===== src/rtl/uart_pkg.sv =====
// Shared UART definitions: frame geometry and receive FSM state encoding.
package uart_pkg;

  localparam int unsigned FRAME_BITS = 10;
  localparam int unsigned DATA_BITS  = 8;

  localparam logic [1:0] ST_IDLE  = 2'd0;
  localparam logic [1:0] ST_START = 2'd1;
  localparam logic [1:0] ST_RECV  = 2'd2;
  localparam logic [1:0] ST_BREAK = 2'd3;

endpackage


===== src/rtl/uart_rx_sampler_rx_sync.sv =====
// Two-flop synchroniser for the asynchronous rx line; resets to the idle level.
module rx_sync (
  input  logic clk,
  input  logic rst_n,
  input  logic d,
  output logic q
);

  logic meta;

  always_ff @(posedge clk or negedge rst_n) begin
    if (!rst_n) begin
      meta <= 1'b1;
      q    <= 1'b1;
    end else begin
      meta <= d;
      q    <= meta;
    end
  end

endmodule


===== src/rtl/uart_rx_sampler.sv =====
// UART receive front end: start detect, mid-bit strobe generation, deserialisation
// and a valid/read character handshake with sticky error flags.
module uart_rx_sampler
  import uart_pkg::*;
#(
  parameter int unsigned CLKS_PER_BIT = 5208,
  parameter int unsigned WD_CYCLES    = 4
) (
  input  logic       clk,
  input  logic       rst_n,
  input  logic       rx,
  input  logic       seq_complete,
  input  logic       char_read,
  output logic       sr_clock,
  output logic       bic_en,
  output logic [7:0] char_data,
  output logic       char_valid,
  output logic       framing_err,
  output logic       overrun_err,
  output logic       sync_err
);

  localparam int unsigned BW = $clog2(CLKS_PER_BIT);
  localparam logic [BW-1:0] BIT_LAST  = BW'(CLKS_PER_BIT - 1);
  localparam logic [BW-1:0] HALF_LAST = BW'(CLKS_PER_BIT / 2 - 1);
  localparam logic [BW-1:0] WD_LAST   = BW'(WD_CYCLES - 1);
  localparam logic [3:0]    SCNT_LAST = 4'(FRAME_BITS);

  logic                 rx_s;
  logic                 rx_s_d;
  logic [1:0]           state_q, state_d;
  logic [BW-1:0]        cnt_q, cnt_d;
  logic [3:0]           scnt_q, scnt_d;
  logic [DATA_BITS:0]   shreg_q, shreg_d;
  logic                 sr_clock_d, bic_en_d, char_valid_d;
  logic                 framing_d, overrun_d, sync_d;
  logic [7:0]           char_data_d;

  rx_sync u_rx_sync (
    .clk   (clk),
    .rst_n (rst_n),
    .d     (rx),
    .q     (rx_s)
  );

  // State, counters and registered outputs.
  always_ff @(posedge clk or negedge rst_n) begin
    if (!rst_n) begin
      state_q     <= ST_IDLE;
      cnt_q       <= '0;
      scnt_q      <= '0;
      shreg_q     <= '0;
      rx_s_d      <= 1'b1;
      sr_clock    <= 1'b0;
      bic_en      <= 1'b0;
      char_data   <= 8'h00;
      char_valid  <= 1'b0;
      framing_err <= 1'b0;
      overrun_err <= 1'b0;
      sync_err    <= 1'b0;
    end else begin
      state_q     <= state_d;
      cnt_q       <= cnt_d;
      scnt_q      <= scnt_d;
      shreg_q     <= shreg_d;
      rx_s_d      <= rx_s;
      sr_clock    <= sr_clock_d;
      bic_en      <= bic_en_d;
      char_data   <= char_data_d;
      char_valid  <= char_valid_d;
      framing_err <= framing_d;
      overrun_err <= overrun_d;
      sync_err    <= sync_d;
    end
  end

  // Next state and next output values.
  always_comb begin
    state_d      = state_q;
    cnt_d        = cnt_q + BW'(1);
    scnt_d       = scnt_q;
    shreg_d      = shreg_q;
    sr_clock_d   = 1'b0;
    bic_en_d     = bic_en;
    char_data_d  = char_data;
    char_valid_d = char_valid;
    framing_d    = framing_err;
    overrun_d    = overrun_err;
    sync_d       = sync_err;

    if (char_read) begin
      char_valid_d = 1'b0;
      framing_d    = 1'b0;
      overrun_d    = 1'b0;
      sync_d       = 1'b0;
    end

    case (state_q)
      ST_IDLE: begin
        cnt_d    = '0;
        scnt_d   = '0;
        bic_en_d = 1'b0;
        if (rx_s_d && !rx_s) begin
          state_d = ST_START;
        end
      end

      ST_START: begin
        if (cnt_q == HALF_LAST) begin
          cnt_d = '0;
          if (!rx_s) begin
            sr_clock_d = 1'b1;
            bic_en_d   = 1'b1;
            scnt_d     = 4'd1;
            state_d    = ST_RECV;
          end else begin
            state_d = ST_IDLE;
          end
        end
      end

      ST_RECV: begin
        if (scnt_q != SCNT_LAST) begin
          if (seq_complete) begin
            // Counter claims a full frame before we produced it.
            sync_d   = 1'b1;
            bic_en_d = 1'b0;
            cnt_d    = '0;
            state_d  = ST_BREAK;
          end else if (cnt_q == BIT_LAST) begin
            cnt_d      = '0;
            sr_clock_d = 1'b1;
            scnt_d     = scnt_q + 4'd1;
            shreg_d    = {rx_s, shreg_q[DATA_BITS:1]};
          end
        end else if (seq_complete) begin
          // New character wins over a same-cycle read; overrun only if unread.
          if (char_valid && !char_read) begin
            overrun_d = 1'b1;
          end
          char_data_d  = shreg_q[DATA_BITS-1:0];
          char_valid_d = 1'b1;
          framing_d    = framing_d | ~shreg_q[DATA_BITS];
          bic_en_d     = 1'b0;
          cnt_d        = '0;
          state_d      = shreg_q[DATA_BITS] ? ST_IDLE : ST_BREAK;
        end else if (cnt_q == WD_LAST) begin
          sync_d   = 1'b1;
          bic_en_d = 1'b0;
          cnt_d    = '0;
          state_d  = ST_BREAK;
        end
      end

      ST_BREAK: begin
        bic_en_d = 1'b0;
        if (!rx_s) begin
          cnt_d = '0;
        end else if (cnt_q == BIT_LAST) begin
          cnt_d   = '0;
          state_d = ST_IDLE;
        end
      end

      default: begin
        state_d = ST_IDLE;
      end
    endcase
  end

endmodule


===== config.mk =====
export PLATFORM = sky130hd
export DESIGN_NAME = uart_rx_sampler
export DESIGN_NICKNAME = d
export VERILOG_FILES = /design/src/rtl/uart_pkg.sv /design/src/rtl/uart_rx_sampler_rx_sync.sv /design/src/rtl/uart_rx_sampler.sv
export SDC_FILE = /design/constraint.sdc
export NUM_CORES = 1
export LEC_CHECK = 0
export ABC_CLOCK_PERIOD_IN_PS = 6500
export CELL_PAD_IN_SITES_DETAIL_PLACEMENT = 0
export CELL_PAD_IN_SITES_GLOBAL_PLACEMENT = 2
export CORE_UTILIZATION = 40
export DETAILED_ROUTE_END_ITERATION = 10
export GPL_TIMING_DRIVEN = 1
export PLACE_DENSITY = 0.83
export RECOVER_POWER = 25
export SLEW_MARGIN = 20
export SYNTH_ARGS = -nofsm -noshare
export SYNTH_HDL_FRONTEND = slang
export SYNTH_SLANG_ARGS = --single-unit

===== constraint.sdc =====
create_clock -name clk -period 6.5 [get_ports clk]
set_input_delay 1.3 -clock clk [delete_from_list [all_inputs] [get_ports clk]]
set_output_delay 1.3 -clock clk [all_outputs]
set_load 0.02 [all_outputs]

==> impl_metrics.json <==
{
  "die-area_sq_um": 6028,
  "drt-wirelength-per-cell_um": 14.74,
  "clockBufferDepth": 2,
  "die_h_um": 77.64,
  "ys_ff_latch": 45,
  "path_buf_inv": 1,
  "async_reset_ff_share_pct": 100.0,
  "clock-sinks": 45,
  "max_freq_mhz": 324.1,
  "grt_max_degree": 46,
  "cts-buffers-inserted": 5,
  "root_buffer": "clkbuf_8",
  "clkPwrFrac_pct": 26.3,
  "grt_util_met2_pct": 29.56,
  "wl_mm": 4.541,
  "die_width_um": 77.64,
  "synth_area_per_cell_sq_um": 10.55,
  "synth_cell_types": 50,
  "num_rows": 27,
  "syn-num-nets": 232,
  "slew_headroom_pct": -60.47,
  "p_comb_share_pct": 28.6,
  "powerDensity_nw_per_um2": 264.7,
  "synth_top_flop_cell": "dfrtp_1",
  "worst_slew_pin_slew_ps": 2407,
  "min_path_type": "reg -> reg",
  "rsz0062_at_grt": "no",
  "path_class": "in -> async",
  "period_share_pct": 47.46,
  "ctsResizeCount": 0,
  "post_cts_buffers": 0,
  "clkTransAtPathRegs_ps": 90,
  "diodes": 0,
  "yosysWarnings": 0,
  "fin_skew_ps": 8.485,
  "slew_viol_final": 46,
  "grt.total_usage_pct": 17.53,
  "crit_family": "buffers and inverters",
  "area_growth_pct": 14.60,
  "worstPathRequired_ps": 6420,
  "antenna_found_initial": 0,
  "initial_core_util_pct": 41.56,
  "drc": 0,
  "dr_total_vias": 1599,
  "netlist_instances": 217,
  "vias_per_cell": 5.192,
  "layout-drive-gt1-share_pct": 11.86,
  "cp_slowest_cell": "clkbuf_1",
  "ios": 19,
  "layout_commonest_cell": "dfrtp_1",
  "hold_violations": 0,
  "htreeDepth": 2,
  "grt-ovfl-total": 0,
  "gr-usage-met3_pct": 4.471,
  "dp.final_hpwl_mm": 3.119,
  "drt_first_iter_violations": 84,
  "ant_nets": 0,
  "vdd_drop_max_v": 0.0001219,
  "grt_pass1_vias": 1682,
  "setup_ws_ps": 3415,
  "busiest_layer": "met2",
  "first_pass_iters": 4,
  "final_core_util_pct": 47.63,
  "end_kind": "async pin",
  "cpPeakStageDelay_ps": 1680,
  "nets": 250,
  "final_cell_mix": "42 x dfrtp_1, 37 x nand2_1, 20 x nor2_1",
  "cts_hold_buffers": 0,
  "fin_setup_tns_ps": 0,
  "status": "finished, violations left",
  "synth_edf_count": 0,
  "path_max_fanout": 45,
  "cp_data_arrival_time_ps": 3010,
  "setup_viol": 0,
  "cap_viol_max_count": 1,
  "io_buffers": 18,
  "gp_congestion": 0.7777,
  "yosysSeqAreaShare_pct": 49.37,
  "cts_tree": "done",
  "core_area_sq_um": 5507,
  "internal_power_uw": 448.0,
  "p_leak_uw": 0.001195,
  "seqPwrFrac_pct": 45.1,
  "period_needed_ps": 3085,
  "switching_share_pct": 35.45,
  "violations": "capacitance limit, slew limit",
  "switchingPower_uw": 246.1,
  "path_cells": "clkbuf_1",
  "grt_pass1_wl_mm": 8.231,
  "grt_use_met1_pct": 22.06,
  "synth_area_sq_um": 2288,
  "clk_latency_ps": 310,
  "pre_cts_slack_ps": 3004,
  "start_kind": "input port"
}
## metrics by stage
step	hold WS [ps]	std cells	power, uW	area (sq um)
finish	365.4	308	694.1	2623
global placement	345.8	300	513.8	2519
floorplan	345.2	217	458.6	2288
CTS	361.9	308	700.9	2613
detailed placement	347.8	300	514.8	2519
global route	373.7	308	741.7	2623
## final timing paths
path	slack, ps	from	endpoint	cells past startpoint
worst max-delay path	3410	rst_n	cnt_q[5]$_DFF_PN0_	1
worst min-delay path	370	u_rx_sync.meta$_DFF_PN1_	u_rx_sync.q$_DFF_PN1_	0
worst max register to register	3880	cnt_q[8]$_DFF_PN0_	shreg_q[5]$_DFFE_PN0P_	4
worst min register to register	370	u_rx_sync.meta$_DFF_PN1_	u_rx_sync.q$_DFF_PN1_	0
max in group clk	3770	seq_complete	cnt_q[10]$_DFF_PN0_	6
min in group asynchronous	1720	rst_n	char_data[7]$_DFFE_PN0P_	1
## state kept, by name, indices dropped and copies added, names as in the netlist
| register | cells |
|---|---|
| u_rx_sync.q | 1 |
| char_valid | 1 |
| sync_err | 1 |
| u_rx_sync.meta | 1 |
| scnt_q | 4 |
| framing_err | 1 |
| cnt_q | 13 |
| sr_clock | 1 |
| state_q | 2 |
| rx_s_d | 1 |
| char_data | 8 |
| overrun_err | 1 |
| bic_en | 1 |
| shreg_q | 9 |
## cell usage after synthesis, types with 2 or more instances
cell type / count / share of area [%]
nor2_1: 20 / 3.3
nor4bb_1: 2 / 0.87
xnor2_1: 3 / 1.1
mux2_2: 2 / 0.98
nor2b_1: 2 / 0.55
nand4b_1: 2 / 0.77
a31oi_1: 4 / 1.1
nor3_1: 4 / 0.87
o41ai_2: 2 / 1.4
o2bb2ai_1: 2 / 0.77
dfrtp_1: 42 / 46
and2_1: 4 / 1.1
dfstp_2: 3 / 3.4
a21oi_1: 5 / 1.1
xor2_1: 8 / 3.1
and3_1: 2 / 0.55
inv_1: 8 / 1.3
o21ai_0: 4 / 0.87
nand2_1: 37 / 6.1
nand3_1: 5 / 1.1
nand4_1: 6 / 1.6
ha_1: 10 / 5.5
nand2b_1: 3 / 0.82
mux2_4: 7 / 4.6
clkbuf_1: 5 / 0.82
## power groups by stage
stage	combinational, uW	sequential [uW]	clock, uW
floorplan	143	315	0
global placement	195	319	0
detailed placement	196	319	0
CTS	197	314	190
global route	225	316	200
finish	199	313	182
## logic make-up after synthesis
kind of cell	Yosys count	share of synthesized area, %
simple gates	96	21.92
flops	45	49.37
compound gates	29	9.678
buf+inv	15	2.843
xor+xnor	11	4.210
mux	11	6.506
fa+ha+maj	10	5.467
## layout make-up
cell class                      instances  area [sq um]
Multi-Input combinational cell        157          1105
Tap cell                               72         90.09
Inverter                                8         30.03
Clock buffer                            5         68.82
Timing Repair Buffer                   18         173.9
Sequential cell                        45          1130
Fill cell                             519          2884
Clock inverter                          3         25.02
## layer usage
| layer | vias up | part of all wire [%] | routed length (um) |
|---|---|---|---|
| met2 | 25 | 48 | 2187 |
| li1 | 791 | - | - |
| met5 | - | 0 | 0 |
| met3 | 6 | 3.4 | 155 |
| met1 | 777 | 47 | 2145 |
| met4 | 0 | 1.1 | 52 |
Power figures use the tool's default switching activity.
